--- src/rtl/rdregs_pkg.sv ---
// Shared types and helpers for the register-file SDPB front-end controller.
// Optional feature macro used by the controller: RDREGS_FWD_EN.
package rdregs_pkg;

    localparam int HAW_DEF       = 9;
    localparam int DW_DEF        = 16;
    localparam int STALL_MAX_DEF = 4;

    // IDLE  : buffer empty, client writes accepted
    // FETCH : partner half of the buffered word requested on port B
    // MERGE : partner half on ram_dout, merged word written on port A
    typedef enum logic [1:0] {
        IDLE  = 2'd0,
        FETCH = 2'd1,
        MERGE = 2'd2
    } state_t;

    // Insert data into the half selected by sel; partner fills the other half.
    function automatic logic [2*DW_DEF-1:0] merge_half(
        input logic [DW_DEF-1:0] partner,
        input logic [DW_DEF-1:0] data,
        input logic              sel
    );
        return sel ? {data, partner} : {partner, data};
    endfunction

endpackage

--- src/rtl/rdregs_portb_arb.sv ---
// Port-B arbitration between client reads and the pending write's partner fetch.
// Client reads win port B until the fetch has lost STALL_MAX consecutive cycles;
// then the fetch is forced through and rd_ready drops for that one cycle.
module rdregs_portb_arb #(
    parameter int HAW       = 9,
    parameter int STALL_MAX = 4
) (
    input  logic           clk,
    input  logic           rst_n,
    input  logic           fetch_pend,
    input  logic [HAW-1:0] fetch_adb,
    input  logic           rd_req,
    input  logic [HAW-1:0] rd_addr,
    input  logic           rd_hold,
    input  logic           rd_fwd,
    output logic           rd_ready,
    output logic           rd_acc,
    output logic           fetch_go,
    output logic           ram_ceb,
    output logic [HAW-1:0] ram_adb
);

    localparam int SW = $clog2(STALL_MAX + 1);

    logic [SW-1:0] stall;
    logic          stall_full;
    logic          rd_port;

    assign stall_full = (stall == SW'(STALL_MAX));
    assign rd_ready   = !rd_hold && !(fetch_pend && stall_full);
    assign rd_acc     = rd_req && rd_ready;
    // A forwarded read is served from the write buffer and leaves port B free.
    assign rd_port    = rd_acc && !rd_fwd;
    assign fetch_go   = fetch_pend && !rd_port;

    // Port-B command: client read has priority, otherwise the pending fetch.
    always_comb begin
        ram_ceb = 1'b0;
        ram_adb = '0;
        if (rd_port) begin
            ram_ceb = 1'b1;
            ram_adb = rd_addr;
        end else if (fetch_go) begin
            ram_ceb = 1'b1;
            ram_adb = fetch_adb;
        end
    end

    // Count cycles the fetch loses to reads; clear once the fetch issues.
    always_ff @(posedge clk or negedge rst_n) begin
        if (!rst_n) begin
            stall <= '0;
        end else if (!fetch_pend || fetch_go) begin
            stall <= '0;
        end else if (rd_port) begin
            stall <= stall + SW'(1);
        end
    end

endmodule

--- src/rtl/rdregs_rmw_ctrl.sv ---
// Front-end controller for the 256x32-write / 512x16-read register-file SDPB.
// Serialises client reads on port B and turns each 16-bit client write into a
// read-modify-write of the 32-bit port-A word.
// Optional feature macro: RDREGS_FWD_EN (forward buffered write data to a read
// of the same halfword while the write is in flight).
//
// state | meaning
// IDLE  | write buffer empty; wr_ready high
// FETCH | partner half being fetched on port B (may lose port B to reads)
// MERGE | merged word committed on port A
module rdregs_rmw_ctrl
    import rdregs_pkg::*;
#(
    parameter int HAW       = HAW_DEF,
    parameter int DW        = DW_DEF,
    parameter int STALL_MAX = STALL_MAX_DEF
) (
    input  logic            clk,
    input  logic            rst_n,
    input  logic            wr_req,
    input  logic [HAW-1:0]  wr_addr,
    input  logic [DW-1:0]   wr_data,
    output logic            wr_ready,
    input  logic            rd_req,
    input  logic [HAW-1:0]  rd_addr,
    output logic            rd_ready,
    output logic            rd_valid,
    output logic [DW-1:0]   rd_data,
    output logic            ram_cea,
    output logic [HAW-2:0]  ram_ada,
    output logic [2*DW-1:0] ram_din,
    output logic            ram_ceb,
    output logic [HAW-1:0]  ram_adb,
    output logic            ram_oce,
    input  logic [DW-1:0]   ram_dout
);

    state_t         state, state_nxt;
    logic [HAW-1:0] buf_addr;
    logic [DW-1:0]  buf_data;
    logic           wr_acc;
    logic           hazard_word;
    logic           rd_hold;
    logic           rd_fwd;
    logic           rd_acc;
    logic           fetch_go;
    logic           fwd_q;
    logic [DW-1:0]  fwd_data;

    assign ram_oce  = 1'b1;
    assign wr_ready = (state == IDLE);
    assign wr_acc   = wr_req && wr_ready;

    // A read touching the buffered word while the RMW is in flight.
    assign hazard_word = (state != IDLE) && (rd_addr[HAW-1:1] == buf_addr[HAW-1:1]);

`ifdef RDREGS_FWD_EN
    assign rd_hold = 1'b0;
    assign rd_fwd  = hazard_word && (rd_addr[0] == buf_addr[0]);
`else
    assign rd_hold = hazard_word;
    assign rd_fwd  = 1'b0;
`endif

    rdregs_portb_arb #(
        .HAW       (HAW),
        .STALL_MAX (STALL_MAX)
    ) u_portb_arb (
        .clk        (clk),
        .rst_n      (rst_n),
        .fetch_pend (state == FETCH),
        .fetch_adb  ({buf_addr[HAW-1:1], ~buf_addr[0]}),
        .rd_req     (rd_req),
        .rd_addr    (rd_addr),
        .rd_hold    (rd_hold),
        .rd_fwd     (rd_fwd),
        .rd_ready   (rd_ready),
        .rd_acc     (rd_acc),
        .fetch_go   (fetch_go),
        .ram_ceb    (ram_ceb),
        .ram_adb    (ram_adb)
    );

    // FSM state register.
    always_ff @(posedge clk or negedge rst_n) begin
        if (!rst_n) begin
            state <= IDLE;
        end else begin
            state <= state_nxt;
        end
    end

    // Next state and port-A commit of the merged word.
    always_comb begin
        state_nxt = state;
        ram_cea   = 1'b0;
        ram_ada   = '0;
        ram_din   = '0;
        case (state)
            IDLE: begin
                if (wr_acc) state_nxt = FETCH;
            end
            FETCH: begin
                if (fetch_go) state_nxt = MERGE;
            end
            MERGE: begin
                ram_cea   = 1'b1;
                ram_ada   = buf_addr[HAW-1:1];
                ram_din   = merge_half(ram_dout, buf_data, buf_addr[0]);
                state_nxt = IDLE;
            end
            default: state_nxt = IDLE;
        endcase
    end

    // One-entry write buffer, loaded on the accepting cycle.
    always_ff @(posedge clk or negedge rst_n) begin
        if (!rst_n) begin
            buf_addr <= '0;
            buf_data <= '0;
        end else if (wr_acc) begin
            buf_addr <= wr_addr;
            buf_data <= wr_data;
        end
    end

    // Read response tracking: valid one cycle after accept, with forward select.
    always_ff @(posedge clk or negedge rst_n) begin
        if (!rst_n) begin
            rd_valid <= 1'b0;
            fwd_q    <= 1'b0;
            fwd_data <= '0;
        end else begin
            rd_valid <= rd_acc;
            fwd_q    <= rd_acc && rd_fwd;
            fwd_data <= buf_data;
        end
    end

    assign rd_data = rd_valid ? (fwd_q ? fwd_data : ram_dout) : '0;

endmodule
--- config.mk ---
export PLATFORM = sky130hd
export DESIGN_NAME = rdregs_rmw_ctrl
export DESIGN_NICKNAME = d
export VERILOG_FILES = /design/src/rtl/rdregs_pkg.sv /design/src/rtl/rdregs_portb_arb.sv /design/src/rtl/rdregs_rmw_ctrl.sv
export SDC_FILE = /design/constraint.sdc
export NUM_CORES = 1
export LEC_CHECK = 0
export BUFFER_PORTS_ARGS = -buffer_cell sky130_fd_sc_hd__buf_2
export CORE_MARGIN = 4
export CORE_UTILIZATION = 44
export DETAILED_ROUTE_END_ITERATION = 6
export PLACE_DENSITY = 0.8
export SYNTH_ARGS = -nofsm -noshare
export SYNTH_HDL_FRONTEND = slang
export SYNTH_SLANG_ARGS = --single-unit
--- constraint.sdc ---
create_clock -name clk -period 1.9 [get_ports clk]
set_input_delay 0.19 -clock clk [delete_from_list [all_inputs] [get_ports clk]]
set_output_delay 0.19 -clock clk [all_outputs]
set_load 0.1 [all_outputs]
======== Yosys cells after proc, flatten, opt, wreduce, memory -nomap -nowiden ========
Cells that the tools add are included.
storage, ports and cells
  register bits ........................... 31
  input bits .............................. 54
  output and inout port bits .............. 71
  logic and storage cells ................. 42
operators by class
  $add $sub $neg .......................... 1
  equality and inequality tests ........... 6
  mux-type cells .......................... 14
  bitwise logic cells ..................... 1
  reductions and logical operators ........ 15
operators with widths
  cell                                                   number
  two-way mux 32 bit                                     2
  two-way mux 9 bit                                      2
  two-way mux 16 bit                                     1
  equality test 8 bit                                    1
  two-way mux 8 bit                                      1
  logical AND 1 bit                                      6
  two-way mux 3 bit                                      2
  zero test 1 bit                                        4
  two-way mux 2 bit                                      2
  one-hot mux 2 bit (2 select lines)                     1
  nonzero test 2 bit                                     2
  adder 3 x 1 -> 3 bit, second input constant            1
  equality test 3 bit, second input constant             1
  two-way mux 1 bit                                      3
  equality test 2 x 1 -> 1 bit, second input constant    1
  equality test 2 bit, second input constant             1
  zero test 2 bit                                        1
  inequality test 2 x 1 -> 1 bit, second input constant  1
  inequality test 2 bit, second input constant           1
  AND reduction 2 bit                                    1
  logical OR 1 bit                                       1
  NOT 1 bit                                              1

======== Depth between registers and ports, before layout ========
  depth in word-level cells ............... 9
  depth in mapped cells ................... 7
  depth with buffers taken out ............ 6

======== Modules after synthesis ========
Synthesis repeated with hierarchy kept, for this count alone.
unflattened totals
  cells, all modules ...................... 223
  area, all modules ....................... 2270.9 um^2
modules (own cells, without submodules)
  module            instances  cells each  area each (um^2)  seq. area each (um^2)
  rdregs_rmw_ctrl   1          176         1896.8            700.7
  rdregs_portb_arb  1          47          374.1             75.1

======== Worst setup path before layout ========
Ideal clock, no wire load.
  kind .................................... register -> output
  start point ............................. reg state[0]
  end point ............................... out ram_ceb
  arrival ................................. 3.272 ns
  required time ........................... 1.710 ns
  path slack .............................. -1.562 ns
  stages on the path, launching flop included .. 4
  path buffers ............................ 0
  path through ............................ dfrtp_1 > nor2_4 > nor3_1 > o21ai_0
on the way
  word-level cells in the longest chain between the ends .. 9
  elaborated cells between the ends (all ways) .. 12
  classes of those cells .................. eq/ne (1); mux (2); reduce/logical (9)
ends and longest elaborated chain
  what                                                                       RTL line                                       RTL
  from (decl)                                                                rdregs_rmw_ctrl.sv:38                          state_t state, state_nxt;
  from (signal assigned)                                                     rdregs_rmw_ctrl.sv:89                          state <= state_nxt;
  equality test 2 x 1 -> 1 bit / nonzero test 2 bit (equally long branches)  rdregs_rmw_ctrl.sv:71, rdregs_rmw_ctrl.sv:55
  logical AND 1 bit, on equally long branches                                rdregs_portb_arb.sv:30, rdregs_rmw_ctrl.sv:55
  zero test 1 bit                                                            rdregs_portb_arb.sv:30                         assign rd_ready = !rd_hold && !(fetch_pend && stall_full);
  logical AND 1 bit                                                          rdregs_portb_arb.sv:30
  logical AND 1 bit                                                          rdregs_portb_arb.sv:31                         assign rd_acc = rd_req && rd_ready;
  zero test 1 bit                                                            rdregs_portb_arb.sv:34                         assign fetch_go = fetch_pend && !rd_port;
  logical AND 1 bit                                                          rdregs_portb_arb.sv:34
  two-way mux 1 bit                                                          rdregs_portb_arb.sv:43                         end else if (fetch_go) begin
  two-way mux 1 bit (*)                                                      rdregs_portb_arb.sv:40                         if (rd_port) begin
  to (decl)                                                                  rdregs_rmw_ctrl.sv:32                          output logic ram_ceb,
Every way passes the cells marked *; elsewhere a longest branch is shown, timed or not.

======== Worst setup path after layout ========
  start point ............................. reg buf_addr[4]
  end point ............................... out ram_adb[0]
on the way
  word-level cells in the longest chain between the ends .. 9
ends and longest elaborated chain
  what                     RTL line                RTL
  from (decl)              rdregs_rmw_ctrl.sv:39   logic [HAW-1:0] buf_addr;
  from (signal assigned)   rdregs_rmw_ctrl.sv:122  buf_addr <= wr_addr;
  equality test 8 bit (*)  rdregs_rmw_ctrl.sv:55   assign hazard_word = (state != IDLE) && (rd_addr[HAW-1:1] == buf_addr[HAW-1:1]);
  logical AND 1 bit (*)    rdregs_rmw_ctrl.sv:55
  zero test 1 bit (*)      rdregs_portb_arb.sv:30
  logical AND 1 bit (*)    rdregs_portb_arb.sv:30
  logical AND 1 bit (*)    rdregs_portb_arb.sv:31
  zero test 1 bit          rdregs_portb_arb.sv:34
  logical AND 1 bit        rdregs_portb_arb.sv:34
  two-way mux 9 bit        rdregs_portb_arb.sv:43
  two-way mux 9 bit (*)    rdregs_portb_arb.sv:40
  to (decl)                rdregs_rmw_ctrl.sv:33   output logic [HAW-1:0] ram_adb,
Marked as above.

==> qor.txt <==
status: finished with violations
failing checks: setup timing
Critical Path AT: 2.17 ns
Worst setup EP type: output port
Die Y-Extent: 78.2 µm
Gate power share: 72.1%
sequential-to-total area share from yosys stat: 35.8%
Design Area, Final: 0.00440 mm²
Leak: 2.03 nW
Ys Warns: 0
Worst-path clk slew: 0.07 ns
Clk Latency, worst-skew pair: 0.29 ns
setup TNS: -4.87 ns
Mapped Avg Cell Area: 9.72 µm²
vias in the first global route: 2,473
syn_nets: 279
Cell variety after synth: 31
critical path startpoint category: flip-flop
CTS buffer count: 5
pin count of the biggest net entering global routing: 33
final hold violation count: 0
grt peak-use layer: met2
cell internal pwr: 2.90 mW
Initial DRC Count: 91
clock network power share: 8.6%
Hold Slack: 0.131 ns
Worst Max-Slew Pin Slew: 0.710 ns
Antenna Diode Count: 0
#FFs+latches synth: 31
vias: 2,275
met2 global-route usage: 52.7%
worst hold path class: in -> reg
TritonCTS clock tree: built
Slowest cell on crit path: dfrtp_1
Initial Utilization: 45.6%
P_sw: 3.10 mW
max_cap viols: 0
met1 usage: 28.0%
final wirelength: 8630 µm
Area Overhead vs Synth: 103%
DR pass1 iterations: 4
Gate Count Post-Synth: 223
IO buf count: 123
commonest non-fill, non-tap cell in the layout: buf_2
Core Rows: 25
Post-DP HPWL: 5840 µm
critical path required time: 1.71 ns
die area: 0.00611 mm²
per-cell routed wire length: 19.8 µm
Overall Power: 6.00 mW
final setup skew: 0.00807 ns
vias per inst: 5.23
Total GRT Usage: 27.4%
slowest cell delay on critical path: 0.40 ns
RePlAce Congestion: 0.787
ys async rst share: 100%
Slew Limit Fails: 0
worst path cell trace: xnor2_1 -> nand4_1 -> buf_6 -> o31ai_4 -> buf_12 -> o32ai_4 -> buf_12
total grt overflow: 0
CTS root buf: clkbuf_8
final worst path period need: 2.36 ns
initial antenna violation count: 0
peak supply drop: 1240 µV
final setup margin: -0.464 ns
met3 Use GR: 8.26%
core area: 0.00475 mm²
ANT nets after route: 0
biggest fanout along the worst timing path: 10
Chip Width: 78.2 µm
Setup CP Type: reg -> out
Max-Slew Margin vs Limit: 52.7%
clock sinks: 31
layout cells sized above 1: 70.4%
share of power burned in registers: 19.3%
Nets: 423
Sw Share: 51.6%
Post-synth EDFFs: 0
Tcrit/Tclk final: 124%
Mapped Area: 0.00217 mm²
Max Freq: 423 MHz
# setup viols final: 16
RSZ-0062 raised after global routing: true
Post-route DRC: 0
first-pass GRT wire length: 12,900 µm
power per cell area: 1360 mW/mm²
H-tree Lvls: 2
Longest Clk Path Bufs: 2
placed instance area: 0.00409 mm²
most frequent cells in the layout: buf_2, buf_12, mux2i_1
most numerous cell on the critical path: buf_12
top_reg_cell synth: dfrtp_1
I/O pin cnt: 125
## worst paths after layout
check	depth (start not counted)	slack (ns)	start	endpoint
hold / removal	2	0.13	wr_data[8]	buf_data[8]
setup / recovery	7	-0.46	buf_addr[4]	ram_adb[0]
min in group asynchronous	2	0.48	rst_n	buf_addr[2]
setup reg to reg	7	-0.05	buf_addr[4]	u_portb_arb.stall[2]
max in group asynchronous	2	0.90	rst_n	buf_addr[0]
hold reg to reg	1	0.55	buf_data[10]	buf_data[10]
## synthesized netlist by cell type, types with 2 or more instances
library cell	count	area share (%)
mux2_4	3	2.1
mux2_2	22	11
nand2b_1	2	0.58
nor2_1	35	6.1
o22ai_1	8	2.3
ha_1	2	1.2
buf_2	4	0.92
clkbuf_1	5	0.87
mux2i_1	32	15
inv_1	14	2.4
xnor2_1	9	3.6
dfrtp_1	31	36
nor3_1	3	0.69
nand2_1	9	1.6
and2_1	24	6.9
buf_6	5	2.6
## sequential cells by signal, indices dropped and copies added, names as in the netlist
register,count
buf_data,16
state,2
buf_addr,9
u_portb_arb.stall,3
rd_valid,1
## power by group through the flow
stage	registers (mW)	logic, mW	clock network [mW]
global placement	1.15	3.96	0
finish	1.16	4.33	0.515
CTS	1.18	4.15	0.521
global route	1.20	4.48	0.559
detailed placement	1.18	4.05	0
floorplan	1.11	2.90	0
## final cells by class
cell class / count / area (µm²)
Timing Repair Buffer: 152 / 1730
Multi-Input combinational cell: 162 / 1660
Sequential cell: 31 / 778
Fill cell: 178 / 357
Tap cell: 67 / 83.8
Clock buffer: 5 / 68.8
Inverter: 14 / 56.3
Clock inverter: 3 / 15.0
Timing Repair inverter: 1 / 5.00
## worst max-delay path, delay by kind of cell, from the launching register on
kind            cells  cell delay, ns
buf+inv             3            0.58
xor+xnor            1            0.27
compound gates      2            0.39
simple gates        1            0.25
flops               1            0.40
## logic make-up after synthesis
kind of cell	synth area share [%]
DFF	35.8
muxes	28.3
and+or+nand+nor	18.6
AOI/OAI and AO/OA	4.97
adders and majority gates	1.15
other	0.173
xor gates and xnor gates	3.64
buffers and inverters	7.33
## metal layers
metal | wire [µm] | part of all wire, % | vias to the layer above
met4 | 208 | 2.4 | 0
met5 | 0 | 0 | -
met1 | 2950 | 34 | 1112
li1 | - | - | 1032
met2 | 4830 | 56 | 111
met3 | 643 | 7.4 | 20
## repair_timing
item	CTS	global route
pin swaps	2	8
hold endpoints to repair	31	0
gates resized for setup	22	7
setup buffers	2	5
hold buffers	1	0
cloned	0	3
setup endpoints to repair	19	43
## per-stage QoR
stage | instances | worst slack, ns | utilization, %
final | 435 | -0.464 | 92.5
after floorplan | 223 | -0.267 | -
after global routing | 435 | -0.584 | 92.5
after CTS | 428 | -0.293 | 90.1
after global placement | 417 | -0.0277 | 86.0
after detailed placement | 417 | -0.111 | 86.0
Power figures use the tool's default switching activity.
